--- src/rtl/seq_fifo_ctrl.sv ---
// seq_fifo_ctrl: sequence buffer with replay (rewind), commit-based release,
// optional rising-edge request qualification, occupancy and sticky error flags.
module seq_fifo_ctrl #(
    parameter int DEPTH     = 16,
    parameter int DATA_W    = 2,
    parameter int EDGE_MODE = 1,
    localparam int ADDR_W   = $clog2(DEPTH)
) (
    input  logic              clk,
    input  logic              reset_n,
    input  logic              clear,
    input  logic              wr_req,
    input  logic [DATA_W-1:0] wr_data,
    input  logic              rd_req,
    input  logic              rewind,
    input  logic              commit,
    output logic [DATA_W-1:0] rd_data,
    output logic              rd_valid,
    output logic [ADDR_W:0]   w_ptr,
    output logic [ADDR_W:0]   r_ptr,
    output logic [ADDR_W:0]   count,
    output logic              full,
    output logic              empty,
    output logic              overflow,
    output logic              underflow
);
    localparam logic [ADDR_W:0] ptr_one = 1;

    logic [DATA_W-1:0] mem [DEPTH];
    logic [ADDR_W:0]   b_ptr;
    logic              wr_q, rd_q;
    logic              eff_wr, eff_rd, blocked;
    logic              wr_ok, rd_ok, wr_rej, rd_rej;

    assign full  = (w_ptr[ADDR_W] != b_ptr[ADDR_W]) && (w_ptr[ADDR_W-1:0] == b_ptr[ADDR_W-1:0]);
    assign empty = w_ptr == r_ptr;
    assign count = w_ptr - b_ptr;

    always_comb begin
        eff_wr  = (EDGE_MODE != 0) ? wr_req & ~wr_q : wr_req;
        eff_rd  = (EDGE_MODE != 0) ? rd_req & ~rd_q : rd_req;
        blocked = clear | rewind | commit;
        wr_ok   = eff_wr & ~full & ~blocked;
        wr_rej  = eff_wr & full & ~blocked;
        rd_ok   = eff_rd & ~empty & ~blocked;
        rd_rej  = eff_rd & empty & ~blocked;
    end

    // Storage is deliberately left out of reset.
    always_ff @(posedge clk) begin
        if (reset_n && wr_ok)
            mem[w_ptr[ADDR_W-1:0]] <= wr_data;
    end

    always_ff @(posedge clk) begin
        if (!reset_n) begin
            w_ptr     <= '0;
            r_ptr     <= '0;
            b_ptr     <= '0;
            rd_data   <= '0;
            rd_valid  <= 1'b0;
            overflow  <= 1'b0;
            underflow <= 1'b0;
            wr_q      <= 1'b0;
            rd_q      <= 1'b0;
        end else begin
            wr_q     <= wr_req;
            rd_q     <= rd_req;
            rd_valid <= rd_ok;
            if (rd_ok)
                rd_data <= mem[r_ptr[ADDR_W-1:0]];
            if (clear) begin
                w_ptr     <= '0;
                r_ptr     <= '0;
                b_ptr     <= '0;
                overflow  <= 1'b0;
                underflow <= 1'b0;
            end else if (rewind) begin
                r_ptr <= b_ptr;
            end else if (commit) begin
                b_ptr <= r_ptr;
            end else begin
                if (wr_ok)
                    w_ptr <= w_ptr + ptr_one;
                if (rd_ok)
                    r_ptr <= r_ptr + ptr_one;
                overflow  <= overflow | wr_rej;
                underflow <= underflow | rd_rej;
            end
        end
    end
endmodule

--- config.mk ---
export PLATFORM = sky130hd
export DESIGN_NAME = seq_fifo_ctrl
export DESIGN_NICKNAME = d
export VERILOG_FILES = /design/src/rtl/seq_fifo_ctrl.sv
export SDC_FILE = /design/constraint.sdc
export NUM_CORES = 1
export LEC_CHECK = 0
export BUFFER_PORTS_ARGS = -buffer_cell sky130_fd_sc_hd__clkbuf_2
export CAP_MARGIN = 20
export CELL_PAD_IN_SITES_DETAIL_PLACEMENT = 0
export CELL_PAD_IN_SITES_GLOBAL_PLACEMENT = 1
export CORE_ASPECT_RATIO = 0.5
export CORE_MARGIN = 2
export CORE_UTILIZATION = 40
export DETAILED_ROUTE_END_ITERATION = 6
export PLACE_DENSITY_LB_ADDON = 0.08
export SETUP_SLACK_MARGIN = 0.1
export SLEW_MARGIN = 10
export SYNTH_ARGS = -nofsm -noshare
export SYNTH_HDL_FRONTEND = slang
export SYNTH_SLANG_ARGS = --single-unit
--- constraint.sdc ---
create_clock -name clk -period 3.6 [get_ports clk]
set_input_delay 0.54 -clock clk [delete_from_list [all_inputs] [get_ports clk]]
set_output_delay 0.54 -clock clk [all_outputs]
set_load 0.02 [all_outputs]
* Yosys cells after proc, flatten, opt, wreduce, memory -nomap -nowiden
Memories as Yosys holds them, arrays and structs flattened. A register that Yosys moved wholly into a read port is not among the register bits.
Cells that the tools add are included.
** Storage, ports and cells
- Word-level logic and storage cells :: 52
- Bits of input ports :: 9
- Latch bits :: 0
- ROM bits :: 0
- RAM bits :: 32
- Memories :: 1
- Register bits :: 20
- Output and inout port bits :: 22
** Cells by class
- Divide/modulo/power cells :: 0
- Bitwise operators :: 22
- Eq/ne operators :: 4
- Reduce and logical (&&, ||, !) cells :: 9
- Order comparisons :: 0
- $mul :: 0
- Shifts and indexed selects :: 0
- Add/sub/neg operators :: 3
- Mux-type cells :: 5
** Memory list
- mem :: depth 16, bits a word 2, rd ports 1, clocked after Yosys merged registers in 1, write ports 1, RTL line 29 : logic [DATA_W-1:0] mem [DEPTH];
** Operator list (number)
- $mux W5 :: 3
- $add A5 B1 Y5 const B :: 2
- $and A1 B1 Y1 :: 10
- $not A1 Y1 :: 8
- $reduce_and A2 Y1 :: 3
- $eq A5 B5 Y1 :: 1
- $sub A5 B5 Y5 :: 1
- $eq A4 B4 Y1 :: 1
- $or A1 B1 Y1 :: 4
- $reduce_and A3 Y1 :: 1
- $logic_and A1 B1 Y1 :: 2
- $mux W1 :: 2
- $ne A2 B2 Y1 const B :: 1
- $reduce_bool A2 Y1 :: 1
- $reduce_or A2 Y1 :: 1
- $logic_not A1 Y1 :: 1
- $ne A1 B1 Y1 :: 1

* Longest topological paths before layout
Gate-level depths: netlist of the first run.
- Word-level depth :: 8
- Mapped depth :: 8

* Least setup slack after synthesis of the first run
OpenSTA, ideal clock, no wires.
- Path type :: reg2out
- From :: reg w_ptr[0]
- To :: out count[4]
- Cell stages (with the launch flop) :: 8
- Arrival time :: 1732 ps
- Data required time :: 3060 ps
- Slack :: 1328 ps
- Path through :: dfxtp_1 > inv_1 > ha_1 > inv_1 > fa_1 > a21o_1 > a21oi_1 > xnor2_1
** On the way
- Word-level cells in the longest chain between the ends :: 1
** RTL lines
- start: declaration :: RTL line 19 : output logic [ADDR_W:0] w_ptr,
- start signal: assignment :: RTL line 84 : w_ptr <= w_ptr + ptr_one;
- $sub A5 B5 Y5 :: RTL line 37 : assign count = w_ptr - b_ptr;
- end: declaration :: RTL line 21 : output logic [ADDR_W:0] count,
Every way passes these cells.

* Final worst setup path of the first run
Ends and elaborated chain as after synthesis.

==> results of run 1 <==
==> per-stage QoR <==
step / setup slack [ns] / hold slack [ns] / cell area (µm²) / power (mW)
2_1_floorplan: 1.33 / 0.488 / 2560 / 0.714
3_3_place_gp: 1.24 / 0.445 / 2770 / 0.737
3_5_place_dp: 1.22 / 0.447 / 2770 / 0.737
4_1_cts: 0.894 / 0.457 / 2940 / 1.30
5_1_grt: 0.761 / 0.471 / 2940 / 1.34
6_report: 0.910 / 0.457 / 2940 / 1.28
==> kinds of logic after synthesis <==
group                    synth area share (%)
AO/OA/AOI/OAI                            8.01
XOR/XNOR                                 6.06
adder cells (fa/ha/maj)                  5.18
buffers and inverters                    3.52
flip-flops                               54.7
multiplexers                             9.09
AND/OR/NAND/NOR                          13.4
==> Yosys cell counts <==
cell type	number	share of area (%)
sky130_fd_sc_hd__a211oi_2	1	0.49
sky130_fd_sc_hd__a21o_1	2	0.59
sky130_fd_sc_hd__a21oi_1	13	2.5
sky130_fd_sc_hd__a22oi_1	2	0.59
sky130_fd_sc_hd__a31o_1	2	0.68
sky130_fd_sc_hd__and2_1	2	0.49
sky130_fd_sc_hd__and3_1	3	0.73
sky130_fd_sc_hd__and3b_2	1	0.39
sky130_fd_sc_hd__buf_2	3	0.59
sky130_fd_sc_hd__buf_4	2	0.59
sky130_fd_sc_hd__buf_6	1	0.44
sky130_fd_sc_hd__clkbuf_1	3	0.44
sky130_fd_sc_hd__dfxtp_1	22	17
sky130_fd_sc_hd__edfxtp_1	32	38
sky130_fd_sc_hd__fa_1	1	0.78
sky130_fd_sc_hd__ha_1	9	4.4
sky130_fd_sc_hd__inv_1	10	1.5
sky130_fd_sc_hd__mux2i_1	3	1.2
sky130_fd_sc_hd__mux4_1	6	6.2
sky130_fd_sc_hd__mux4_2	2	1.8
sky130_fd_sc_hd__nand2_1	7	1.0
sky130_fd_sc_hd__nand2b_1	3	0.73
sky130_fd_sc_hd__nand3_1	6	1.2
sky130_fd_sc_hd__nand3_2	1	0.39
sky130_fd_sc_hd__nand4_1	3	0.73
sky130_fd_sc_hd__nor2_1	34	5.0
sky130_fd_sc_hd__nor2b_1	4	0.98
sky130_fd_sc_hd__nor3_1	4	0.78
sky130_fd_sc_hd__nor3_2	1	0.39
sky130_fd_sc_hd__nor4b_2	1	0.59
sky130_fd_sc_hd__o211a_1	1	0.39
sky130_fd_sc_hd__o211ai_1	2	0.59
sky130_fd_sc_hd__o21a_1	2	0.59
sky130_fd_sc_hd__o21ai_0	3	0.59
sky130_fd_sc_hd__o21ai_4	1	0.64
sky130_fd_sc_hd__o31a_1	1	0.34
sky130_fd_sc_hd__xnor2_1	7	2.4
sky130_fd_sc_hd__xnor2_2	2	1.3
sky130_fd_sc_hd__xor2_1	7	2.4
==> registers in the layout (all words and copies together) (netlist names) <==
register	count
underflow	1
mem	32
b_ptr	5
rd_valid	1
w_ptr	5
wr_q	1
rd_q	1
r_ptr	5
overflow	1
rd_data	2
==> worst min-delay path by stage <==
stage          slack, ns  depth (start not counted)        from         end
2_1_floorplan       0.49                          2    b_ptr[0]    b_ptr[0]
6_report            0.46                          2  rd_data[1]  rd_data[1]
4_1_cts             0.46                          2  rd_data[1]  rd_data[1]
3_5_place_dp        0.45                          2  rd_data[1]  rd_data[1]
5_1_grt             0.47                          2  rd_data[1]  rd_data[1]
3_3_place_gp        0.45                          2  rd_data[1]  rd_data[1]
==> metal layers <==
layer | part of all wire, % | vias up
met2 | 44 | 30
li1 | - | 812
met5 | 0 | -
met4 | 0.29 | 0
met3 | 5.3 | 2
met1 | 50 | 763
==> critical path: stages (launching register included) <==
cell	delay (ns)
sky130_fd_sc_hd__dfxtp_1	0.40
sky130_fd_sc_hd__inv_1	0.14
sky130_fd_sc_hd__ha_1	0.15
sky130_fd_sc_hd__inv_1	0.06
sky130_fd_sc_hd__fa_1	0.41
sky130_fd_sc_hd__a21o_1	0.18
sky130_fd_sc_hd__a21oi_1	0.17
sky130_fd_sc_hd__xnor2_1	0.15
sky130_fd_sc_hd__clkbuf_2	0.20
==> power groups by stage <==
stage	logic (mW)	registers, mW	clock network (mW)
after floorplan	0.0379	0.676	0
after global placement	0.0591	0.678	0
after detailed placement	0.0591	0.678	0
after CTS	0.0593	0.664	0.574
after global routing	0.0648	0.665	0.610
final	0.0585	0.664	0.556
==> layout make-up <==
class                           instances  area [µm²]
Multi-Input combinational cell        137        1070
Inverter                               10        37.5
Timing Repair Buffer                   30         150
Fill cell                             582        3190
Clock inverter                          3        47.5
Clock buffer                            5         125
Sequential cell                        54        1400
Tap cell                               88         110
==> qor.log, run 1 <==
qor: outcome.status finished clean
qor: worst_setup_path.r2r_slack 1.23 ns
qor: global_routing.gr-usage-met3 4.90%
qor: place.numPlacedInstances 319
qor: power.power.leakage 1.08 nW
qor: clock_tree.ctsHoldBuffers 0
qor: timing.tightestPinTransition 0.743 ns
qor: die.row_count 20
qor: final_layout.layout-area-overhead-vs-synth 14.9%
qor: final_layout.total_inserted_antenna_cells 0
qor: power.power_switching 268 µW
qor: yosys.synthesis.yosys.warnings 0
qor: drt.route.antenna.remaining_nets 0
qor: final_layout.layout.nets 257
qor: timing.post-route-period-util 74.7%
qor: drt.viasPerCell 4.91
qor: worst_setup_path.worstSetupEndpointType output pin
qor: worst_setup_path.critPathRequiredTime 3.06 ns
qor: clock_tree.root_buffer sky130_fd_sc_hd__clkbuf_16
qor: timing.final_period_minus_worst_setup_slack 2.69 ns
qor: worst_setup_path.crit_path_launch_type register
qor: global_routing.groute.usage.overall 16.3%
qor: global_routing.globalRouteOverflowTotal 0
qor: power.pwr_density_cell 435 mW/mm²
qor: die.die_w 117 µm
qor: power.clock_power_share 43.5%
qor: min_path.worst_hold_path_type register to register
qor: timing.finalClockSkew 0.00597 ns
qor: place.detail_placement_hpwl 3800 µm
qor: worst_setup_path.timing.critical_path.fanout_max 7
qor: global_routing.use_met1 23.0%
qor: timing.final_hold_viol_count 0
qor: yosys.mappedNetlistArea 0.00256 mm²
qor: power.power.switching_fraction 20.9%
qor: worst_setup_path.critical_path_class register to output pin
qor: yosys.synthCells 210
qor: drt.vias 1,607
qor: drt.routed_wire_per_std_cell 15.8 µm
qor: yosys.synth.yosys.seq_area_share 54.7%
qor: clock_tree.clkTransAtPathRegs 0.07 ns
qor: worst_setup_path.r2r_end mem[0][1]
qor: clock_tree.tritoncts done
qor: timing.slew_viol_final 0
qor: global_routing.first_global_vias 1,557
qor: final_layout.layout-drive-gt1-share 20.1%
qor: yosys.mappedNetlistNets 229
qor: drt.drt_first_iter_violations 41
qor: place.gp_congestion 0.777
qor: clock_tree.worst_skew_late_latency 0.29 ns
qor: drt.detail_route.drc_violations 0
qor: place.io_buffers 30
qor: worst_setup_path.crit_path_start w_ptr[0]
qor: timing.max-slew-margin-rel 50.4%
qor: global_routing.largest_net_degree_at_the_start_of_global_routing 19
qor: run.drv.max_cap_violation_count 0
qor: clock_tree.cts_buffer_depth 2
qor: worst_setup_path.reg2regPathDepth 5
qor: power.internal_power 1.01 mW
qor: global_routing.grt_pass1_wl 8320 µm
qor: die.die_h 60.6 µm
qor: worst_setup_path.setup.worst_path.end count[4]
qor: timing.final-setup-viol-count 0
qor: die.placeableCoreArea 0.00613 mm²
qor: drt.drtPass1Iterations 5
qor: yosys.yosysUniqueCellTypes 39
qor: final_layout.layout.core_utilization 48.0%
qor: power.comb_power_share 4.6%
qor: clock_tree.cts_repair_resize_count 0
qor: die.initial_core_utilization 41.8%
qor: timing.rsz_0062_raised_after_global_routing no
qor: clock_tree.cts_max_level 2
qor: power.power.sequential.fraction 51.9%
qor: yosys.postSynthAreaPerCell 12.2 µm²
qor: clock_tree.number_of_buffers_created_by_cts 5
qor: worst_setup_path.crit-reg2reg-launch w_ptr[2]
qor: worst_setup_path.data_arrival_time_of_the_worst_path 2.15 ns
qor: global_routing.initial_antenna_violation_count 0
qor: timing.max_freq 372 MHz
qor: die.num_io_pins 31
qor: yosys.synth-seq-cells 54
qor: global_routing.groute.layer.met2.usage 25.5%
qor: clock_tree.post_cts_buffers 0
qor: die.die-area 0.00709 mm²
qor: final_layout.mostFrequentLayoutCells sky130_fd_sc_hd__nor2_1 (34), sky130_fd_sc_hd__edfxtp_1 (32), sky130_fd_sc_hd__clkbuf_2 (30)
qor: power.vdd_ir_drop_max 0.297 mV
qor: global_routing.grt.busiest_layer met2
qor: drt.wl 5160 µm
qor: final_layout.final_common_cell sky130_fd_sc_hd__nor2_1
qor: final_layout.fin_cells 327
qor: clock_tree.cts.sink_count 54
qor: timing.setup_total_negative_slack 0 ns
No activity file was read; power rests on OpenSTA's default activity.
==> inputs of run 2 (changes only) <==
clock period = 2.7 ns   (was 3.6 ns; I/O delays follow)
==> run 2 against run 1 <==
Compared with the run above: clock power rose by 22%; critical endpoint unchanged; register-to-register slack lost 0.80 ns; largest power group unchanged; first-iteration DRC count grew 100%.
==> qor.log, run 2 (same netlist as run 1, synthesis figures left out) <==
qor: timing.slew_viol_final 0 [unchanged]
qor: clock_tree.clkTransAtPathRegs 0.07 ns [about the same]
qor: outcome.status finished clean
qor: place.io_buffers 30 [unchanged]
qor: power.vdd_ir_drop_max 0.264 mV [-11%]
qor: worst_setup_path.timing.critical_path.max_delay_family adder cells
qor: clock_tree.root_buffer sky130_fd_sc_hd__clkbuf_16
qor: drt.detail_route.drc_violations 0 [unchanged]
qor: power.power.sequential.fraction 53.6% [+1.7 points]
qor: drt.drtPass1Iterations 4 [-1]
qor: worst_setup_path.critical_path.max_stage_delay 0.41 ns [about the same]
qor: timing.finalClockSkew 0.00544 ns [-0.000538 ns]
qor: final_layout.final_common_cell sky130_fd_sc_hd__nor2_1
qor: drt.viasPerCell 4.84 [-1.6%]
qor: drt.route.antenna.remaining_nets 0 [unchanged]
qor: die.placeableCoreArea 0.00613 mm² [unchanged]
qor: timing.setup_total_negative_slack 0 ns [unchanged]
qor: timing.tightestPinTransition 0.619 ns [-0.124 ns]
qor: power.power.switching_fraction 22.2% [+1.2 points]
qor: global_routing.globalRouteOverflowTotal 0 [unchanged]
qor: drt.routed_wire_per_std_cell 15.7 µm [-0.58%]
qor: clock_tree.worst_skew_late_latency 0.30 ns [about the same]
qor: global_routing.grt_pass1_wl 8510 µm [+2.3%]
qor: worst_setup_path.critical_path_class register to output pin
qor: power.comb_power_share 5.2% [+0.6 points]
qor: run.drv.max_cap_violation_count 0 [unchanged]
qor: worst_setup_path.critPathRequiredTime 2.30 ns [-0.76 ns]
qor: die.row_count 20 [unchanged]
qor: clock_tree.tritoncts done
qor: clock_tree.ctsHoldBuffers 0 [unchanged]
qor: final_layout.layout-area-overhead-vs-synth 16.1%
qor: timing.rsz_0062_raised_after_global_routing no
qor: final_layout.finalInstanceArea 0.00297 mm² [+1.1%]
qor: final_layout.layout-drive-gt1-share 22.9% [+2.8 points]
qor: timing.final_period_minus_worst_setup_slack 2.43 ns
qor: clock_tree.cts.sink_count 54 [unchanged]
qor: timing.post-route-period-util 90.2%
qor: worst_setup_path.data_arrival_time_of_the_worst_path 2.03 ns [-0.12 ns]
qor: min_path.worst_hold_path_type input port to register
qor: worst_setup_path.critical_path_buf_inv_count 3 [unchanged]
qor: clock_tree.cts_buffer_depth 2 [unchanged]
qor: place.gp_congestion 0.719 [-7.5%]
qor: final_layout.mostFrequentLayoutCells sky130_fd_sc_hd__nor2_1 (34), sky130_fd_sc_hd__edfxtp_1 (32), sky130_fd_sc_hd__clkbuf_2 (29)
qor: final_layout.total_inserted_antenna_cells 0 [unchanged]
qor: worst_setup_path.crit_chain inv_2 -> ha_1 -> inv_1 -> fa_1 -> a21o_1 -> a21oi_1 -> xnor2_1 -> buf_4
qor: worst_setup_path.timing.critical_path.fanout_max 7 [unchanged]
qor: drt.drt_first_iter_violations 82 [+100%]
qor: drt.wl 5220 µm [+1.2%]
qor: global_routing.first_global_vias 1,632 [+4.8%]
qor: die.num_io_pins 31 [unchanged]
qor: power.clock_power_share 41.2% [-2.3 points]
qor: global_routing.largest_net_degree_at_the_start_of_global_routing 18 [-1]
qor: power.power_switching 364 µW [+36%]
qor: timing.final-setup-viol-count 0 [unchanged]
qor: die.die_h 60.6 µm [unchanged]
qor: power.pwr_density_cell 553 mW/mm² [+27%]
qor: timing.max-slew-margin-rel 58.6% [+8.2 points]
qor: global_routing.groute.usage.overall 16.9% [+0.55 points]
qor: die.initial_core_utilization 41.8% [unchanged]
qor: global_routing.initial_antenna_violation_count 0 [unchanged]
qor: worst_setup_path.worstSetupEndpointType output pin
qor: worst_setup_path.critical-path-slowest-cell sky130_fd_sc_hd__fa_1
qor: timing.final_hold_viol_count 0 [unchanged]
qor: die.die_w 117 µm [unchanged]
qor: power.internal_power 1.28 mW [+27%]
qor: die.die-area 0.00709 mm² [unchanged]
qor: worst_setup_path.crit_path_launch_type register
qor: clock_tree.cts_max_level 2 [unchanged]
qor: place.detail_placement_hpwl 3730 µm [-1.8%]
qor: drt.vias 1,611 [+0.25%]
qor: clock_tree.post_cts_buffers 0 [unchanged]
qor: power.power.leakage 1.10 nW [+2.4%]
qor: timing.max_freq 411 MHz
qor: place.place_area 0.00281 mm² [+1.6%]
qor: clock_tree.cts_repair_resize_count 0 [unchanged]
qor: clock_tree.number_of_buffers_created_by_cts 5 [unchanged]
qor: final_layout.number_of_flip_flops_in_the_largest_register 32 [unchanged]
qor: final_layout.layout.nets 263 [+2.3%]
run 2: changes by cell type in the layout (fill, tap and decap cells not counted):
cell | previous run | this run
sky130_fd_sc_hd__buf_4 | 0 | 7
sky130_fd_sc_hd__clkinv_4 | 0 | 2
sky130_fd_sc_hd__inv_6 | 2 | 0
sky130_fd_sc_hd__bufinv_16 | 1 | 0
sky130_fd_sc_hd__clkbuf_2 | 30 | 29
sky130_fd_sc_hd__clkbuf_8 | 0 | 1
sky130_fd_sc_hd__dfxtp_1 | 22 | 21
sky130_fd_sc_hd__dfxtp_2 | 0 | 1
sky130_fd_sc_hd__inv_1 | 10 | 9
sky130_fd_sc_hd__inv_2 | 0 | 1
run 2: power by group through the flow:
stage          combinational [mW]  clock (mW)  sequential (mW)
6_report                   0.0856       0.676            0.881
5_1_grt                    0.0950       0.729            0.882
4_1_cts                    0.0866       0.692            0.881
3_5_place_dp               0.0862           0            0.900
3_3_place_gp               0.0855           0            0.900
2_1_floorplan              0.0505           0            0.901
run 2: layer usage:
layer	global-route usage [%]	vias up	share of wire, %
met3	4.60	8	5.2
met1	23.5	751	52
li1	-	825	-
met4	6.05	0	1.4
met2	25.8	27	41
met5	0	-	0
run 2: layout make-up:
cell class / instances / area (µm²)
timing repair buffer: 36 / 198
tap: 88 / 110
fill: 606 / 3160
clock buffer: 6 / 139
clock inverter: 2 / 17.5
inverter: 10 / 37.5
multi-input combinational: 137 / 1070
sequential: 54 / 1400
run 2: stage by stage:
| stage | power, mW | hold WS, ns | worst slack [ns] | std cells | util (%) |
|---|---|---|---|---|---|
| CTS | 1.66 | 0.312 | 0.133 | 333 | 48.4 |
| global route | 1.71 | 0.328 | 0.125 | 333 | 48.5 |
| global placement | 0.985 | 0.445 | 0.412 | 325 | 45.9 |
| finish | 1.64 | 0.319 | 0.266 | 333 | 48.5 |
| floorplan | 0.952 | 0.488 | 0.563 | 210 | - |
| detailed placement | 0.986 | 0.456 | 0.315 | 325 | 45.9 |
run 2: worst reg2reg max path, stage by stage (launching register included):
cell	delay (ns)
sky130_fd_sc_hd__dfxtp_1	0.56
sky130_fd_sc_hd__ha_1	0.32
sky130_fd_sc_hd__nand4_1	0.13
sky130_fd_sc_hd__o211a_1	0.36
sky130_fd_sc_hd__nand3_1	0.27
sky130_fd_sc_hd__nor3_1	0.31
run 2: worst paths after layout:
check | start | endpoint | slack (ns) | depth (start not counted)
hold reg to reg | rd_data[0] | rd_data[0] | 0.46 | 2
setup reg to reg | w_ptr[1] | mem[1][1] | 0.43 | 5
setup / recovery | w_ptr[0] | count[4] | 0.27 | 8
hold / removal | wr_req | wr_q | 0.32 | 2
==> inputs of run 3 (changes only) <==
clock period = 2.4 ns   (was 2.7 ns; I/O delays follow)
==> run 3 against run 2 <==
Compared with the run above: non-clock buffer count increased by 5; routed wire length increased by 1.9%; largest power group unchanged; worst hold slack got worse by 0.038 ns; critical path type unchanged; die area unchanged; sequential power increased by 12%.
==> qor.log, run 3 (same netlist as run 1, synthesis figures left out) <==
qor: worst_setup_path.data_arrival_time_of_the_worst_path 1.83 ns [-0.20 ns]
qor: final_layout.layout.core_utilization 49.2% [+0.69 points]
qor: drt.wl 5320 µm [+1.9%]
qor: die.initial_core_utilization 41.8% [unchanged]
qor: global_routing.grt_pass1_wl 8380 µm [-1.5%]
qor: worst_setup_path.critical_path.max_stage_delay 0.36 ns [-0.05 ns]
qor: global_routing.groute.usage.overall 16.4% [-0.46 points]
qor: worst_setup_path.cpMostUsedCell sky130_fd_sc_hd__inv_2
qor: global_routing.largest_net_degree_at_the_start_of_global_routing 17 [-1]
qor: worst_setup_path.timing.critical_path.fanout_max 3 [-4]
qor: power.vdd_ir_drop_max 0.334 mV [+27%]
qor: die.die_w 117 µm [unchanged]
qor: run.drv.max_cap_violation_count 0 [unchanged]
qor: place.gp_congestion 0.786 [+9.3%]
qor: die.num_io_pins 31 [unchanged]
qor: global_routing.first_global_vias 1,551 [-5.0%]
qor: clock_tree.cts_max_level 2 [unchanged]
qor: final_layout.layout-drive-gt1-share 26.5% [+3.6 points]
qor: timing.finalClockSkew 0.00684 ns [+0.00141 ns]
qor: worst_setup_path.critical_path_class register to output pin
qor: place.numPlacedInstances 328 [+0.92%]
qor: timing.final_critical_path_setup_slack 0.213 ns [-0.0530 ns]
qor: timing.max-slew-margin-rel 53.8% [-4.8 points]
qor: worst_setup_path.worstSetupEndpointType output pin
qor: die.placeableCoreArea 0.00613 mm² [unchanged]
qor: final_layout.layout.nets 268 [+1.9%]
qor: drt.drtPass1Iterations 4 [unchanged]
qor: final_layout.layout-area-overhead-vs-synth 17.8%
qor: clock_tree.worst_skew_late_latency 0.29 ns [about the same]
qor: final_layout.mostFrequentLayoutCells sky130_fd_sc_hd__nor2_1 (34), sky130_fd_sc_hd__edfxtp_1 (32), sky130_fd_sc_hd__clkbuf_2 (29)
qor: place.dpl_worst_slack 0.147 ns [-0.167 ns]
qor: power.power.leakage 1.11 nW [+0.88%]
qor: timing.slew_viol_final 0 [unchanged]
qor: drt.route.antenna.remaining_nets 0 [unchanged]
qor: clock_tree.tritoncts done
qor: clock_tree.root_buffer sky130_fd_sc_hd__clkbuf_16
qor: final_layout.multiInputGateArea 0.00109 mm² [+1.8%]
qor: drt.vias 1,676 [+4.0%]
qor: clock_tree.cts_buffer_depth 2 [unchanged]
qor: timing.max_freq 457 MHz
qor: final_layout.finalInstanceArea 0.00302 mm² [+1.4%]
qor: final_layout.layout.area.seq 0.00141 mm² [+0.18%]
qor: timing.tightestPinTransition 0.692 ns [+0.0726 ns]
qor: min_path.worst_hold_path_type input port to register
qor: timing.final.hold.worst_slack 0.280 ns [-0.0383 ns]
qor: clock_tree.clkTransAtPathRegs 0.07 ns [about the same]
qor: final_layout.final_common_cell sky130_fd_sc_hd__nor2_1
qor: final_layout.number_of_flip_flops_in_the_largest_register 32 [unchanged]
qor: worst_setup_path.critical-path-slowest-cell sky130_fd_sc_hd__fa_2
qor: clock_tree.number_of_buffers_created_by_cts 5 [unchanged]
qor: power.pwr_density_cell 593 mW/mm² [+7.4%]
qor: die.die_h 60.6 µm [unchanged]
qor: global_routing.globalRouteOverflowTotal 0 [unchanged]
qor: place.io_buffers 30 [unchanged]
qor: worst_setup_path.critPathRequiredTime 2.04 ns [-0.26 ns]
qor: clock_tree.cts.sink_count 54 [unchanged]
qor: final_layout.total_inserted_antenna_cells 0 [unchanged]
qor: timing.final-setup-viol-count 0 [unchanged]
qor: final_layout.fin_cells 337 [+1.2%]
qor: place.place_area 0.00284 mm² [+0.80%]
qor: drt.drt_first_iter_violations 61 [-26%]
qor: clock_tree.ctsHoldBuffers 0 [unchanged]
qor: worst_setup_path.crit_chain inv_2 -> ha_4 -> inv_2 -> fa_2 -> a21o_1 -> a21oi_2 -> xnor2_1 -> buf_4
qor: worst_setup_path.crit_path_launch_type register
qor: power.finalPower 1.79 mW [+8.9%]
qor: final_layout.final.fill_count 574 [-5.3%]
qor: timing.setup_total_negative_slack 0 ns [unchanged]
qor: outcome.status finished clean
qor: die.row_count 20 [unchanged]
qor: timing.rsz_0062_raised_after_global_routing no
qor: timing.post-route-period-util 91.1%
qor: drt.viasPerCell 4.97 [+2.8%]
qor: global_routing.initial_antenna_violation_count 0 [unchanged]
qor: drt.routed_wire_per_std_cell 15.8 µm [+0.72%]
qor: timing.final_hold_viol_count 0 [unchanged]
qor: die.die-area 0.00709 mm² [unchanged]
qor: timing.final_period_minus_worst_setup_slack 2.19 ns
qor: drt.detail_route.drc_violations 0 [unchanged]
qor: place.detail_placement_hpwl 3940 µm [+5.5%]
run 3: changes by cell type in the layout (fill, tap and decap cells not counted), sizes merged:
cell	change
clkinv	-2
clkbuf	-1
buf	+5
clkinvlp	+2
run 3: timing repair:
item,CTS,global route
pin swaps,0,5
setup endpoints to repair,1,22
resized for setup,3,8
setup buffers,0,2
run 3: where the power goes:
part	switching (mW)	internal, mW	leakage [nW]
clock network	0.318	0.381	0.0619
logic	0.0656	0.0366	0.582
registers	0.00336	0.985	0.467
total	0.387	1.40	1.11
run 3: layout make-up:
cell class	count	area share (%)
Sequential cell	54	46.6
Multi-Input combinational cell	137	36.1
Timing Repair Buffer	41	7.80
Clock buffer	5	4.15
Tap cell	88	3.65
Inverter	10	1.24
Clock inverter	2	0.498
run 3: path summary, 6_finish.rpt:
kind / cells past startpoint / endpoint / from / slack (ns)
setup / recovery: 8 / count[4] / w_ptr[0] / 0.21
hold reg to reg: 2 / rd_data[0] / rd_data[0] / 0.46
setup reg to reg: 6 / mem[3][1] / b_ptr[2] / 0.28
hold / removal: 2 / wr_q / wr_req / 0.28
run 3: routing by layer:
metal	global-route usage (%)	share of wire (%)
met4	3.53	0.58
met3	5.09	4.1
met1	23.0	52
met5	0	0
met2	25.6	44
run 3: critical path: cells and delay by family, from the launching register on:
kind	cells	cell delay (ns)
buf+inv	3	0.28
flops	1	0.32
compound gates	2	0.33
fa+ha+maj	2	0.48
xor+xnor	1	0.13
